$ cat src/rtl/add3_seq_ctrl_pkg.sv
// Shared types and constants for the chunked add/subtract controller.
//   state_t  : controller FSM states
//   SLICE_W  : width of the shared adder slice (bits per chunk)
//   calc_w() : operand width for a given chunk count
package add3_seq_ctrl_pkg;

  typedef enum logic [1:0] {
    IDLE = 2'd0,
    RUN  = 2'd1,
    DONE = 2'd2
  } state_t;

  localparam int SLICE_W = 3;

  function automatic int calc_w(input int chunks);
    return SLICE_W * chunks;
  endfunction

endpackage

$ cat src/rtl/add3_seq_ctrl_if.sv
// Operand/result handshake bundle for add3_seq_ctrl.
//   in_valid/in_ready   : operand handshake (a, b, cin, sub)
//   out_valid/out_ready : result handshake (sum, cout, ovf)
//   master : producer/consumer side (drives operands, accepts result)
//   slave  : controller side
interface add3_seq_ctrl_if #(
  parameter int W = 12
);
  logic         in_valid;
  logic         in_ready;
  logic [W-1:0] a;
  logic [W-1:0] b;
  logic         cin;
  logic         sub;
  logic         out_valid;
  logic         out_ready;
  logic [W-1:0] sum;
  logic         cout;
  logic         ovf;

  modport master (
    output in_valid, a, b, cin, sub, out_ready,
    input  in_ready, out_valid, sum, cout, ovf
  );

  modport slave (
    input  in_valid, a, b, cin, sub, out_ready,
    output in_ready, out_valid, sum, cout, ovf
  );
endinterface

$ cat src/rtl/add3_seq_ctrl_slice.sv
// Combinational 3-bit ripple adder built from XOR/NAND full adders.
//   a, b : 3-bit addends      ci : carry in
//   s    : 3-bit sum          co : carry out of bit 2
//   c2   : carry into bit 2 (needed for signed overflow on the top chunk)
module add3_slice
  import add3_seq_ctrl_pkg::*;
(
  input  logic [SLICE_W-1:0] a,
  input  logic [SLICE_W-1:0] b,
  input  logic               ci,
  output logic [SLICE_W-1:0] s,
  output logic               co,
  output logic               c2
);
  logic [SLICE_W:0]   c;
  logic [SLICE_W-1:0] x;

  assign c[0] = ci;

  for (genvar i = 0; i < SLICE_W; i++) begin : g_fa
    assign x[i]   = a[i] ^ b[i];
    assign s[i]   = x[i] ^ c[i];
    // carry = NAND(NAND(a,b), NAND(a^b, cin))
    assign c[i+1] = ~(~(a[i] & b[i]) & ~(x[i] & c[i]));
  end

  assign co = c[SLICE_W];
  assign c2 = c[SLICE_W-1];
endmodule

$ cat src/rtl/add3_seq_ctrl.sv
// Sequencing controller: multi-word add/subtract through one shared 3-bit
// slice, one chunk per clock, LSB chunk first.
//   clk, rst_n : clock, asynchronous active-low reset
//   bus        : slave side of add3_seq_ctrl_if (operand + result handshakes)
// Parameter CHUNKS (2..16) sets the operand width W = 3*CHUNKS.
module add3_seq_ctrl
  import add3_seq_ctrl_pkg::*;
#(
  parameter int CHUNKS = 4
) (
  input  logic          clk,
  input  logic          rst_n,
  add3_seq_ctrl_if.slave bus
);
  localparam int W  = calc_w(CHUNKS);
  localparam int IW = (CHUNKS > 1) ? $clog2(CHUNKS) : 1;
  localparam logic [IW-1:0] LAST = IW'(CHUNKS - 1);

  state_t        state;
  logic [IW-1:0] idx;
  logic          carry_r;
  logic [W-1:0]  a_r, b_r, sum_r;
  logic          cout_r, ovf_r;

  logic [SLICE_W-1:0] sl_a, sl_b, sl_s;
  logic               sl_co, sl_c2;

  // b_r already holds ~b for subtract, so the slice only ever adds
  assign sl_a = a_r[SLICE_W*idx +: SLICE_W];
  assign sl_b = b_r[SLICE_W*idx +: SLICE_W];

  add3_slice u_slice (
    .a  (sl_a),
    .b  (sl_b),
    .ci (carry_r),
    .s  (sl_s),
    .co (sl_co),
    .c2 (sl_c2)
  );

  always_ff @(posedge clk or negedge rst_n) begin
    if (!rst_n) begin
      state   <= IDLE;
      idx     <= '0;
      carry_r <= 1'b0;
      a_r     <= '0;
      b_r     <= '0;
      sum_r   <= '0;
      cout_r  <= 1'b0;
      ovf_r   <= 1'b0;
    end else begin
      case (state)
        IDLE: if (bus.in_valid) begin
          a_r     <= bus.a;
          b_r     <= bus.sub ? ~bus.b : bus.b;
          carry_r <= bus.sub | bus.cin;  // subtract = a + ~b + 1
          idx     <= '0;
          state   <= RUN;
        end
        RUN: begin
          sum_r[SLICE_W*idx +: SLICE_W] <= sl_s;
          carry_r <= sl_co;
          if (idx == LAST) begin
            cout_r <= sl_co;
            ovf_r  <= sl_c2 ^ sl_co;
            state  <= DONE;
          end else begin
            idx <= idx + 1'b1;
          end
        end
        DONE: if (bus.out_ready) state <= IDLE;
        default: state <= IDLE;
      endcase
    end
  end

  // handshake outputs depend on state only
  assign bus.in_ready  = (state == IDLE);
  assign bus.out_valid = (state == DONE);
  assign bus.sum       = sum_r;
  assign bus.cout      = cout_r;
  assign bus.ovf       = ovf_r;
endmodule
$ cat src/flat_wrapper.sv
// flat-port wrapper written by rule: the top's interface ports become plain ports
module add3_seq_ctrl_flat import add3_seq_ctrl_pkg::*;
#(
  parameter int CHUNKS = 4
)
  (clk, rst_n, bus_in_valid, bus_a, bus_b, bus_cin, bus_sub, bus_out_ready, bus_in_ready, bus_out_valid, bus_sum, bus_cout, bus_ovf);
  add3_seq_ctrl_if bus_i ();
  input  logic clk;
  input  logic rst_n;
  input wire logic [$bits(bus_i.in_valid)-1:0] bus_in_valid;
  input wire logic [$bits(bus_i.a)-1:0] bus_a;
  input wire logic [$bits(bus_i.b)-1:0] bus_b;
  input wire logic [$bits(bus_i.cin)-1:0] bus_cin;
  input wire logic [$bits(bus_i.sub)-1:0] bus_sub;
  input wire logic [$bits(bus_i.out_ready)-1:0] bus_out_ready;
  output wire logic [$bits(bus_i.in_ready)-1:0] bus_in_ready;
  output wire logic [$bits(bus_i.out_valid)-1:0] bus_out_valid;
  output wire logic [$bits(bus_i.sum)-1:0] bus_sum;
  output wire logic [$bits(bus_i.cout)-1:0] bus_cout;
  output wire logic [$bits(bus_i.ovf)-1:0] bus_ovf;
  assign bus_i.in_valid = bus_in_valid;
  assign bus_i.a = bus_a;
  assign bus_i.b = bus_b;
  assign bus_i.cin = bus_cin;
  assign bus_i.sub = bus_sub;
  assign bus_i.out_ready = bus_out_ready;
  assign bus_in_ready = bus_i.in_ready;
  assign bus_out_valid = bus_i.out_valid;
  assign bus_sum = bus_i.sum;
  assign bus_cout = bus_i.cout;
  assign bus_ovf = bus_i.ovf;
  add3_seq_ctrl #(.CHUNKS(CHUNKS)) u_core (.clk(clk), .rst_n(rst_n), .bus(bus_i));
endmodule
$ cat config.mk
export PLATFORM = sky130hd
export DESIGN_NAME = add3_seq_ctrl_flat
export DESIGN_NICKNAME = d
export VERILOG_FILES = /design/src/rtl/add3_seq_ctrl_pkg.sv /design/src/rtl/add3_seq_ctrl_if.sv /design/src/rtl/add3_seq_ctrl_slice.sv /design/src/rtl/add3_seq_ctrl.sv /design/src/flat_wrapper.sv
export SDC_FILE = /design/constraint.sdc
export NUM_CORES = 1
export LEC_CHECK = 0
export BUFFER_PORTS_ARGS = -buffer_cell sky130_fd_sc_hd__buf_4
export CAP_MARGIN = 20
export CORE_MARGIN = 10
export CORE_UTILIZATION = 58
export DETAILED_ROUTE_END_ITERATION = 12
export PLACE_DENSITY = 0.95
export SLEW_MARGIN = 10
export SYNTH_ARGS = -nofsm -noshare
export SYNTH_HDL_FRONTEND = slang
export SYNTH_HIERARCHICAL = 1
export SYNTH_SLANG_ARGS = --single-unit
export TNS_END_PERCENT = 10
$ cat constraint.sdc
create_clock -name clk -period 5 [get_ports clk]
set_input_delay 0.75 -clock clk [delete_from_list [all_inputs] [get_ports clk]]
set_output_delay 0.75 -clock clk [all_outputs]
set_load 0.01 [all_outputs]
; ---- Word-level counts from Yosys, hierarchy flattened
; Index checks and enable logic that the tools add are counted.
[word_totals]
regBits = 43
in_bits = 30
out_inout_bits = 16
wordCells = 67
[op_classes]
addsub = 2
mul = 1
n_eq_ne = 7
shifts = 4
muxes = 11
bitwise = 27
n_reduce_logical = 7
[op_table]
columns = op, count
row1 = 4-bit negator with 34-bit output, 1
row2 = 3-bit by 34-bit variable shift with 12-bit output (first input constant), 1
row3 = 3-bit by 34-bit variable part select with 12-bit output, 1
row4 = 12-bit by 5-bit variable part select with 3-bit output, 2
row5 = 12-bit bitwise mux, 1
row6 = 12-bit 2-to-1 mux, 1
row7 = 12-bit NOT, 1
row8 = 2-bit 2-to-1 mux, 5
row9 = 1-bit bitwise AND, 9
row10 = 1-bit NOT, 9
row11 = 1-bit bitwise XOR, 7
row12 = 2-bit != test (second input constant), 3
row13 = 2-bit case mux with 3 select lines, 1
row14 = 2-bit AND reduction, 3
row15 = 3-bit AND reduction, 2
row16 = 2-bit equality test (second input constant), 2
row17 = 2-bit by 2-bit multiplier with 4-bit output (first input constant), 1
row18 = 2-bit case mux with 2 select lines, 1
row19 = 2-bit by 1-bit adder with 2-bit output (second input constant), 1
row20 = 2-bit by 1-bit equality test with 1-bit output (second input constant), 1
row21 = 2-bit zero test, 1
row22 = 2-bit by 1-bit != test with 1-bit output (second input constant), 1
row23 = 1-bit case mux with 2 select lines, 1
row24 = 2-bit nonzero test, 1
row25 = other kinds (2), 2

; ---- Logic depth before layout (Yosys ltp)
[depth]
word_depth = 16
ltp_mapped = 9

; ---- By module
; Netlist, hierarchy kept.
[by_module_without_submodules]
columns = mod, n_inst, cells_each, area_each_um2
row1 = add3_seq_ctrl, 1, 164, 2103.3
row2 = add3_slice, 1, 11, 90.1

; ---- Least setup slack after synthesis
; No wires, ideal clock.
[synth_path]
path_kind = reg-to-reg
startpoint = register u_core.idx[0]
endpoint = register u_core.sum_r[2], in the netlist u_core/bus.sum[2]
setup_ns = 0.121
arrival_time_ns = 2.479
required_ns = 4.879
setup_slack_ns = 2.401
stages_incl_launch_ff = 9
path_buffers = 1
synth_period_minus_slack_ns = 2.599
cell_sequence = dfrtp_1 -> buf_2 -> mux4_2 -> inv_1 -> fa_1 -> fa_1 -> inv_1 -> fa_1 -> a22o_1
[synth_via]
elab_chain_len = 14
[synth_lines]
columns = item, line_no
row1 = from (decl), add3_seq_ctrl.sv:20  ; logic [IW-1:0] idx;
row2 = from (signal assigned), add3_seq_ctrl.sv:68  ; idx <= idx + 1'b1;
row3 = 2-bit by 2-bit multiplier with 4-bit output (*), add3_seq_ctrl.sv:29  ; assign sl_a = a_r[SLICE_W*idx +: SLICE_W];
row4 = 12-bit by 5-bit variable part select with 3-bit output (*), add3_seq_ctrl.sv:29
row5 = net u_core.sl_a[0], add3_seq_ctrl.sv:25  ; logic [SLICE_W-1:0] sl_a, sl_b, sl_s;
row6 = 1-bit bitwise XOR, add3_seq_ctrl_slice.sv:21  ; assign x[i] = a[i] ^ b[i];
row7 = 1-bit bitwise AND, add3_seq_ctrl_slice.sv:24  ; assign c[i+1] = ~(~(a[i] & b[i]) & ~(x[i] & c[i]));
row8 = 1-bit NOT, add3_seq_ctrl_slice.sv:24
row9 = 1-bit bitwise AND (*), add3_seq_ctrl_slice.sv:24
row10 = 1-bit NOT (*), add3_seq_ctrl_slice.sv:24
row11 = 1-bit bitwise AND (*), add3_seq_ctrl_slice.sv:24
row12 = 1-bit NOT (*), add3_seq_ctrl_slice.sv:24
row13 = 1-bit bitwise AND (*), add3_seq_ctrl_slice.sv:24
row14 = 1-bit NOT (*), add3_seq_ctrl_slice.sv:24
row15 = net u_core.sl_c2, add3_seq_ctrl.sv:26  ; logic sl_co, sl_c2;
row16 = 1-bit bitwise XOR (*), add3_seq_ctrl_slice.sv:22  ; assign s[i] = x[i] ^ c[i];
row17 = net u_core.sl_s[2], add3_seq_ctrl.sv:25
row18 = 3-bit by 34-bit variable part select with 12-bit output (*), add3_seq_ctrl.sv:61  ; sum_r[SLICE_W*idx +: SLICE_W] <= sl_s;
row19 = 12-bit bitwise mux (*), add3_seq_ctrl.sv:61
row20 = "to (signal, indexed assignment)", add3_seq_ctrl.sv:61
row21 = to (decl), add3_seq_ctrl.sv:22  ; logic [W-1:0] a_r, b_r, sum_r;
; The timed path passes the listed nets; every way through them passes the cells marked *.
; A chain may end at the register's enable or synchronous reset.

; ---- Final worst setup path
[layout_path]
startpoint = register u_core.idx[0]
endpoint = register u_core.sum_r[8], in the netlist u_core/bus.sum[8]
; Same word-level chain as after synthesis.

==> results.py <==
metrics = {
    "timing": {
        "skew_ps": 7.21,
        "min_period_ps": 2850,
        "setup_ws_ps": 2150,
        "fmax_mhz": 351,
        "hold_viol_final": 0,
        "rsz0062_at_grt": "false",
        "setup-tns-final_ps": 0,
        "slew_violations": 0,
        "post-route-period-util": 0.569,
        "setup_violations": 0,
        "slew_headroom": 0.605,
        "worstMarginPinSlew_ps": 592,
    },
    "yosys": {
        "synth_compound_area_frac": 0.0981,
        "synth.most_common_cell": "dfrtp_1",
        "synthTopCellsByCount": "43 x dfrtp_1, 16 x nor2_1, 14 x mux2_2",
        "syn_nets": 213,
        "synthAdderAreaFrac": 0.0559,
        "synth_top_area_share": 0.491,
        "netlist_instances": 175,
        "synth_top_flop_cell": "dfrtp_1",
        "synthTopCellsByArea": "dfrtp_1 49%, mux2_2 7.2%, mux4_2 6.2%, xnor2_1 5.2%, a21oi_2 3.2%",
        "ys_types": 28,
        "synth_mux_area_frac": 0.133,
        "synth-edff-count": 0,
        "synthXorXnorAreaFrac": 0.0519,
        "synth_largest_area_cell": "dfrtp_1",
        "synth_top_family_by_area": "multiplexers",
        "ys_seq_area_frac": 0.491,
        "avgSynthCellArea_um2": 12.5,
        "synth-async-reset-ratio": 1.00,
        "ys_seq_elements": 43,
        "netlist_area_mm2": 0.00219,
        "yosys.area_share.simple": 0.111,
        "ys_warn_count": 6,
    },
    "flow_run": {
        "max-cap-violations": 0,
    },
    "final_layout": {
        "syn_to_final_growth_pct": 19.3,
        "ff_latch_area_mm2": 0.00108,
        "num_antenna_cells": 0,
        "finalNetCount": 257,
        "fin_util": 0.715,
        "fillCellCount": 249,
        "multi_input_area_um2": 988,
        "final_layout_size_suffix_gt1_frac": 0.393,
    },
    "routing": {
        "ant_nets": 0,
        "routed_wl_mm": 4.09,
        "dr.pass1.iters": 4,
        "drt_iter0_drc": 84,
        "num_vias": 1412,
        "wl_per_cell_um": 15.3,
        "viasPerCell": 5.29,
        "drc_errors": 0,
    },
    "clock_network": {
        "clk_path_buf_depth": 2,
        "cts.reportedPaths.clkPinSlew_ps": 70,
        "clockRootBuffer": "clkbuf_8",
        "insertion_delay_ps": 290,
        "cts_tree": "yes",
        "numCtsBuffers": 5,
        "post_cts_resized": 0,
        "cts_sinks": 43,
        "cts_hold_buf": 0,
        "htreeDepth": 2,
        "post_cts_buffers": 0,
    },
    "placed_design": {
        "pre_cts_ws_ps": 2160,
        "dpl.hpwl_mm": 3.22,
        "port-buffer-count": 45,
        "gp_congestion": 0.736,
    },
    "setup_path": {
        "arrival_ps": 3010,
        "cp-end-kind": "register",
        "crit_path_start_kind": "register",
        "rrSetupSlack_ps": 2150,
        "worstPathRequired_ps": 5170,
        "crit_path_max_fanout": 13,
        "timing_worst_setup_path_type": "reg -> reg",
    },
    "floorplan": {
        "initial_core_util": 0.599,
        "top_level_ports": 46,
        "fp.dieW_um": 81.5,
        "die_h_um": 81.5,
        "dieArea_mm2": 0.00664,
        "fp.coreArea_mm2": 0.00366,
        "num_rows": 22,
    },
    "grt": {
        "track_usage": 0.133,
        "first_global_vias": 1512,
        "grt_max_degree": 44,
        "grt_remaining_overflow": 0,
        "grt_pass1_wl_mm": 6.84,
        "antenna_found_initial": 0,
    },
    "pwr": {
        "p_per_area_mw_per_mm2": 675,
        "peakVddDrop_v": 0.000290,
        "p_leak_nw": 1.20,
    },
    "outcome": {
        "status": "finished, final reports clean",
    },
    "worst_hold_path": {
        "hold_class": "in -> async",
    },
}
## logic make-up after synthesis
group	after synthesis
xor gates and xnor gates	13
DFF	43
muxes	20
AOI/OAI and AO/OA	28
and+or+nand+nor	42
buffers and inverters	21
adders and majority gates	8
## registers in the layout (all words and copies together) (netlist names)
name and count:
u_core/state 2, u_core/b_r 12, u_core/bus.ovf 1, u_core/carry_r 1
u_core/a_r 12, u_core/bus.cout 1, u_core/bus.sum 12, u_core/idx 2
## metrics by stage
stage	instance area [µm²]	std cells	power (mW)	hold WS, ps
finish	2620	267	1.77	431
global placement	2510	260	1.47	465
CTS	2620	267	1.78	443
floorplan	2190	175	1.30	454
global route	2620	267	1.91	461
detailed placement	2510	260	1.53	472
## placed cells by master (no fill, tap or decap), types with 6 or more instances in the layout
cell type and count:
buf_4 46, dfrtp_1 43, nor2_1 16, mux2_2 14
xnor2_1 13, inv_1 12, nand2_1 12, o31ai_1 9
a21oi_2 8, mux4_2 6
## metal layers
layer / GRT usage / routed length (µm)
met1: 0.141 / 1670
met2: 0.238 / 2130
met3: 0.0535 / 246
met4: 0.0363 / 42
met5: 0 / 0
## cell type report
cell class / instances / area share
clock buffers: 6 / 0.0277
multi-input cells: 111 / 0.378
repair buffers: 46 / 0.132
well taps: 48 / 0.0229
inverters: 12 / 0.0172
clock inverters: 1 / 0.0115
flip-flops and latches: 43 / 0.411
## where the power goes
group | leakage [nW] | internal, mW | switching [mW]
sequential | 0.521 | 0.508 | 0.135
combinational | 0.624 | 0.429 | 0.440
clock | 0.0513 | 0.146 | 0.107
## path summary, 6_finish.rpt
path,startpoint,to,depth (start not counted)
hold reg to reg,u_core/bus.sum[3],u_core/bus.sum[3],2
hold / removal,rst_n,u_core/a_r[3],1
setup reg to reg,u_core/idx[0],u_core/bus.sum[8],8
setup / recovery,u_core/idx[0],u_core/bus.sum[8],8
min in group clk,u_core/bus.sum[3],u_core/bus.sum[3],2
max in group asynchronous,rst_n,u_core/idx[1],1
## worst max-delay path, stage by stage (launching register included)
cell	delay (ps)
dfrtp_1	720
mux4_2	340
inv_1	60
fa_1	440
fa_1	390
inv_1	110
fa_1	430
nand2b_1	130
o31ai_1	90
No activity file was read; power rests on OpenSTA's default activity.
